$ cat src/rtl/message_sender.sv
// message_sender: sequencer between the registered message ROM and the UART
// transmitter. A trigger byte from the receiver starts a walk over ROM
// addresses 0..MSG_LEN-1. Each byte is handed to the transmitter once its
// busy flag is low.
// Optional feature: define MESSAGE_SENDER_ECHO_EN to echo any non-trigger
// byte received while idle back to the transmitter.
module message_sender #(
    parameter int          MSG_LEN      = 14,
    parameter int          ADDR_W       = 4,
    parameter logic [7:0]  TRIGGER_CHAR = 8'h68
) (
    input  logic              clk,
    input  logic              rst,
    input  logic [7:0]        rx_data,
    input  logic              new_rx_data,
    input  logic              tx_busy,
    output logic [ADDR_W-1:0] rom_addr,
    input  logic [7:0]        rom_data,
    output logic [7:0]        tx_data,
    output logic              new_tx_data,
    output logic              active
);

    localparam logic [ADDR_W-1:0] LAST_ADDR = ADDR_W'(MSG_LEN - 1);

    typedef enum logic [1:0] {
        S_IDLE  = 2'd0,
        S_FETCH = 2'd1,
        S_SEND  = 2'd2
`ifdef MESSAGE_SENDER_ECHO_EN
        ,
        S_ECHO  = 2'd3
`endif
    } state_t;

    state_t              r_state;
    state_t              w_state_nxt;
    logic [ADDR_W-1:0]   r_addr;
    logic [ADDR_W-1:0]   w_addr_nxt;
    logic                w_new_tx;
    logic [7:0]          w_tx_data;
    logic                w_trigger;

`ifdef MESSAGE_SENDER_ECHO_EN
    logic [7:0]          r_echo;
    logic [7:0]          w_echo_nxt;
`endif

    assign w_trigger = new_rx_data && (rx_data == TRIGGER_CHAR);

    // State, index and (optional) echo registers; reset aborts any message.
    always_ff @(posedge clk) begin
        if (rst) begin
            r_state <= S_IDLE;
            r_addr  <= '0;
`ifdef MESSAGE_SENDER_ECHO_EN
            r_echo  <= 8'h00;
`endif
        end else begin
            r_state <= w_state_nxt;
            r_addr  <= w_addr_nxt;
`ifdef MESSAGE_SENDER_ECHO_EN
            r_echo  <= w_echo_nxt;
`endif
        end
    end

    // Next-state and strobe logic. FETCH absorbs both the ROM read latency
    // and the transmitter's one-cycle busy-rise delay, so SEND never acts
    // on a stale busy-low left over from the previous byte.
    always_comb begin
        w_state_nxt = r_state;
        w_addr_nxt  = r_addr;
        w_new_tx    = 1'b0;
        w_tx_data   = rom_data;
`ifdef MESSAGE_SENDER_ECHO_EN
        w_echo_nxt  = r_echo;
`endif
        case (r_state)
            S_IDLE: begin
                if (w_trigger) begin
                    w_addr_nxt  = '0;
                    w_state_nxt = S_FETCH;
                end
`ifdef MESSAGE_SENDER_ECHO_EN
                else if (new_rx_data) begin
                    w_echo_nxt  = rx_data;
                    w_state_nxt = S_ECHO;
                end
`endif
            end
            S_FETCH: begin
                w_state_nxt = S_SEND;
            end
            S_SEND: begin
                w_new_tx = ~tx_busy;
                if (!tx_busy) begin
                    if (r_addr == LAST_ADDR) begin
                        w_addr_nxt  = '0;
                        w_state_nxt = S_IDLE;
                    end else begin
                        w_addr_nxt  = r_addr + ADDR_W'(1);
                        w_state_nxt = S_FETCH;
                    end
                end
            end
`ifdef MESSAGE_SENDER_ECHO_EN
            S_ECHO: begin
                w_new_tx  = ~tx_busy;
                w_tx_data = r_echo;
                if (!tx_busy) begin
                    w_state_nxt = S_IDLE;
                end
            end
`endif
            default: begin
                w_state_nxt = S_IDLE;
            end
        endcase
    end

    assign rom_addr    = r_addr;
    assign tx_data     = w_tx_data;
    assign new_tx_data = w_new_tx;
    assign active      = (r_state != S_IDLE);

endmodule

$ cat config.mk
export PLATFORM = sky130hd
export DESIGN_NAME = message_sender
export DESIGN_NICKNAME = d
export VERILOG_FILES = /design/src/rtl/message_sender.sv
export SDC_FILE = /design/constraint.sdc
export NUM_CORES = 1
export LEC_CHECK = 0
export CORE_UTILIZATION = 30
export CTS_BUF_LIST = sky130_fd_sc_hd__clkbuf_2
export CTS_CLUSTER_DIAMETER = 60
export DETAILED_ROUTE_END_ITERATION = 8
export PLACE_DENSITY = 0.76
export SYNTH_ARGS = -nofsm -noshare
export SYNTH_HDL_FRONTEND = slang
export SYNTH_SLANG_ARGS = --single-unit
$ cat constraint.sdc
create_clock -name clk -period 3.91 [get_ports clk]
set_input_delay 1.173 -clock clk [delete_from_list [all_inputs] [get_ports clk]]
set_output_delay 1.173 -clock clk [all_outputs]
set_load 0.02 [all_outputs]
### Yosys cells after proc, flatten, opt, wreduce, memory -nomap -nowiden

Index checks and enable logic that the tools add are counted.

| cells by class | value |
|---|---|
| add/subtract/negate cells | 1 |
| equal/unequal tests | 6 |
| multiplexer cells | 9 |
| bitwise logic cells | 1 |
| reductions and logical operators | 6 |

Operators with widths:

| cell | count |
|---|---|
| $mux 4 | 3 |
| $eq 8x7->1 const B | 1 |
| $pmux 4 s2 | 1 |
| $pmux 2 s3 | 1 |
| $add 4x1->4 const B | 1 |
| $eq 4x4->1 const B | 1 |
| $mux 2 | 2 |
| $ne 2x2->1 const B | 2 |
| $reduce_bool 2->1 | 2 |
| $reduce_and 3->1 | 1 |
| $eq 2x1->1 const B | 1 |
| $eq 2x2->1 const B | 1 |
| $logic_not 2->1 | 1 |
| $mux 1 | 2 |
| $reduce_and 2->1 | 1 |
| $logic_and 1x1->1 | 1 |
| $not 1->1 | 1 |

| storage, ports and cells | value |
|---|---|
| register bits | 6 |
| input bits | 20 |
| output and inout bits | 14 |
| logic and storage cells | 25 |

### Logic depth before layout (Yosys ltp)

Gate-level depths: netlist of the first run.

| logic depth | value |
|---|---|
| word-level depth | 4 |
| depth in mapped cells | 6 |

### Worst setup path before layout of the first run

OpenSTA, ideal clock, no wires.

| timing | value |
|---|---|
| kind | input port to output port |
| start | in tx_busy |
| end | out new_tx_data |
| data arrival time | 1.599 ns |
| required time | 2.737 ns |
| path slack | 1.138 ns |
| stages on the path | 1 |
| path buffers | 0 |
| cell sequence | nor3b_2 |

| on the way | value |
|---|---|
| word-level cells in the longest chain between the ends | 2 |

RTL lines:

| element | RTL line | text |
|---|---|---|
| from (decl) | 16 | `input logic tx_busy,` |
| $not 1->1 | 96 | `w_new_tx = ~tx_busy;` |
| $mux 1 | 79 | `case (r_state)` |
| to (decl) | 20 | `output logic new_tx_data,` |

Every way passes these cells.

### Final worst setup path of the first run

Ends and elaborated chain as after synthesis.

==> summary.txt, run 1 <==
Run status
  – Outcome: complete, no violations

STA
  – Layout Skew: 0.001238 ns
  – Final Hold Fails: 0
  – TNS Setup: 0 ns
  – Worst Tran Pin Value: 0.3347 ns
  – Final setup viols: 0
  – Final Slew Violations: 0
  – RSZ-0062 raised after global routing: no
  – Hold slack final: 0.5168 ns
  – Relative slew slack: 0.7769
  – Minimum clock period: 3.630 ns
  – Final cycle utilization of the critical path: 0.9284
  – Fmax: 0.2755 GHz

Power
  – Maximum VDD drop: 0.0001432 V
  – Pleak: 0.2045 nW
  – Total chip power: 0.0001225 W
  – Pwr/cell area: 218.5 mW/mm^2

Layout
  – Share of layout cells above drive strength 1: 0.1864
  – # diodes: 0
  – Most frequent cells in the layout: 17 x clkdlybuf4s50_1, 6 x dfxtp_1
  – Post-layout net count: 83
  – Fill count: 123
  – Commonest non-fill, non-tap cell in the layout: clkdlybuf4s50_1
  – Synth-to-Final Area Change: 36.59%

Job
  – Max-cap violation count: 0

Worst setup path
  – R2R Setup Slk: 2.40 ns
  – Cell type of the slowest stage on the worst timing path: clkdlybuf4s50_1
  – R2R depth: 4
  – CP required: 2.74 ns
  – Top delay family on crit path: buffers and inverters
  – Worst R2R Start: r_state[1]
  – Critical Path End Type: output pin
  – Slowest stage delay, CP: 0.63 ns
  – Worst setup SP type: input pin
  – CP Max Fanout: 2
  – CP cell instances: clkdlybuf4s50_1, nor3b_2, clkdlybuf4s50_1
  – Crit path kind: in2out
  – Critical Path AT: 2.46 ns
  – CP Buf/Inv Count: 2
  – R2r endpoint: rom_addr[3]
  – Most frequent CP cell: clkdlybuf4s50_1

Logic synthesis
  – Syn Inst Count: 46
  – Post-Synth XOR/XNOR Area: 0
  – Synth area leader: dfxtp_1
  – Simple-Gate Fraction of Synth Area: 0.2866
  – Synthesized area: 410.4 sq um
  – Count of cell types in the netlist: 23
  – Synth warnings: 0
  – Syn_nets: 68
  – Leading post-synthesis cells by cell area: dfxtp_1 29%, buf_4 15%, ha_1 6.1%
  – Compound-Gate Fraction of Synth Area: 0.1860
  – Top-area cell type share of the netlist area: 0.2927
  – Number of synthesized register bits: 6
  – Synth Area in Adders: 0.06098
  – Seq/Total Area, Yosys: 0.2927
  – Mux cell area share after synthesis: 0
  – Syn avg cell area: 8.922 sq um
  – Largest family of logic cells by synthesized area: simple AND/OR/NAND/NOR gates

Global route
  – Initial antenna violation count: 0
  – Vias in the first global route: 330
  – First-pass GRT wire length: 1.331 mm
  – GRT Total Usage: 0.1355
  – Grt ovf: 0
  – Pin count of the biggest net entering global routing: 8

Hold path
  – HP Class: reg2reg
  – Hold depth: 2
  – Min-delay src: rom_addr[1]
  – Hold endpoint: rom_addr[1]

Clocking
  – Postcts setup bufs: 0
  – # H-tree levels: 1
  – Clock transition at path regs: 0.07 ns
  – Num Clock Sinks: 6
  – TritonCTS clock tree: built
  – CTS resizes: 0
  – Cts bufs inserted: 3
  – # hold bufs at CTS: 0
  – Clock Path Buffers: 2
  – Later-pin clock latency in the skew report: 0.23 ns
  – CTS Root Cell: clkbuf_2

Route
  – DR WL/cell: 12.10 um
  – # DRC: 0
  – DR pass1 iterations: 3
  – Detailed-route via count: 364
  – Vias/cell: 4.986
  – Routed Wire Length: 883 um
  – ANT nets after route: 0
  – DRT iter0 DRCs: 4

Die
  – Core area: 0.001186 sq mm
  – Die Height: 38.99 um
  – I/O pin cnt: 34
  – Die Wd: 38.99 um
  – FP Rows: 12
  – Initial core utilization: 0.3460
  – Die area: 0.001520 sq mm

Placed design
  – Port Buffers: 17
  – Placer Congestion: 0.7656
  – DP HPWL: 645.1 um
[worst max path at each step]
stage,end,cells after the start,startpoint
3_3_place_gp,new_tx_data,3,tx_busy
4_1_cts,new_tx_data,3,tx_busy
3_5_place_dp,new_tx_data,3,tx_busy
6_report,new_tx_data,3,tx_busy
2_1_floorplan,new_tx_data,1,tx_busy
5_1_grt,new_tx_data,3,tx_busy
[per-layer routing]
layer	global-route usage	vias up	share of wire
li1	-	183	-
met1	0.1439	154	0.44
met2	0.2167	21	0.42
met3	0.04046	6	0.11
met4	0.1121	0	0.028
met5	0	-	0
[power by group]
part	switching [W]	leakage, nW	internal, W
logic	0.00000372	0.144	0.0000110
registers	0.0000000307	0.0483	0.0000611
clock network	0.0000258	0.0125	0.0000209
[Yosys cell counts]
master / count
nand3_1: 2
or3_1: 2
nor2b_1: 1
dfxtp_1: 6
and2b_1: 1
a21oi_1: 2
ha_1: 2
a31o_2: 1
o21ai_0: 1
buf_4: 8
a32o_1: 2
inv_1: 3
a21oi_2: 1
o21bai_1: 1
nor2_1: 3
a41oi_2: 1
and4bb_2: 1
nand2_1: 3
nor3b_1: 1
nor4b_2: 1
or2_2: 1
nor3_1: 1
nor3b_2: 1
[flip-flops by register name (all words and copies together), names as in the netlist]
register  count
r_state       2
rom_addr      4
[layout make-up]
type,count,area [sq um],share of cell area
flip-flops and latches,6,120.1,0.2143
multi-input cells,29,219.0,0.3906
clock buffers,3,15.01,0.02679
well taps,14,17.52,0.03125
repair buffers,18,177.7,0.3170
inverters,3,11.26,0.02009
[worst register-to-register path, delay by kind of cell (launching register included)]
family,cells,cell delay (ns)
flip-flops,1,0.35
AO/OA/AOI/OAI,3,0.75
AND/OR/NAND/NOR,1,0.30
[cells by family (layout without fill, tap and decap cells)]
group,after synthesis,in the layout
buffers and inverters,11,24
AOI/OAI and AO/OA,9,9
adders and majority gates,2,2
and+or+nand+nor,18,18
DFF,6,6
[through the flow]
| stage | std cells | setup slack (ns) | area, sq um | utilization |
|---|---|---|---|---|
| 2_1_floorplan | 46 | 1.138 | 410.4 | - |
| 4_1_cts | 73 | 0.2778 | 560.5 | 0.4726 |
| 3_3_place_gp | 70 | 0.3314 | 545.5 | 0.4599 |
| 5_1_grt | 73 | 0.2432 | 560.5 | 0.4726 |
| 3_5_place_dp | 70 | 0.2898 | 545.5 | 0.4599 |
| 6_report | 73 | 0.2800 | 560.5 | 0.4726 |
No activity file was read; power rests on OpenSTA's default activity.
==> inputs of run 2 (changes only) <==
--- a/config.mk
+++ b/config.mk
@@ -13,3 +13,4 @@
 export SYNTH_ARGS = -nofsm -noshare
 export SYNTH_HDL_FRONTEND = slang
 export SYNTH_SLANG_ARGS = --single-unit
+export TNS_END_PERCENT = 10
==> results of run 2 <==
No change in the layout: final DEF, timing and power equal those of run 1.
==> inputs of run 3 (changes only) <==
--- a/config.mk
+++ b/config.mk
@@ -5,6 +5,7 @@
 export SDC_FILE = /design/constraint.sdc
 export NUM_CORES = 1
 export LEC_CHECK = 0
+export CAP_MARGIN = 0
 export CORE_UTILIZATION = 30
 export CTS_BUF_LIST = sky130_fd_sc_hd__clkbuf_2
 export CTS_CLUSTER_DIAMETER = 60
==> results of run 3 <==
No change in the layout: final DEF, timing and power equal those of run 1.
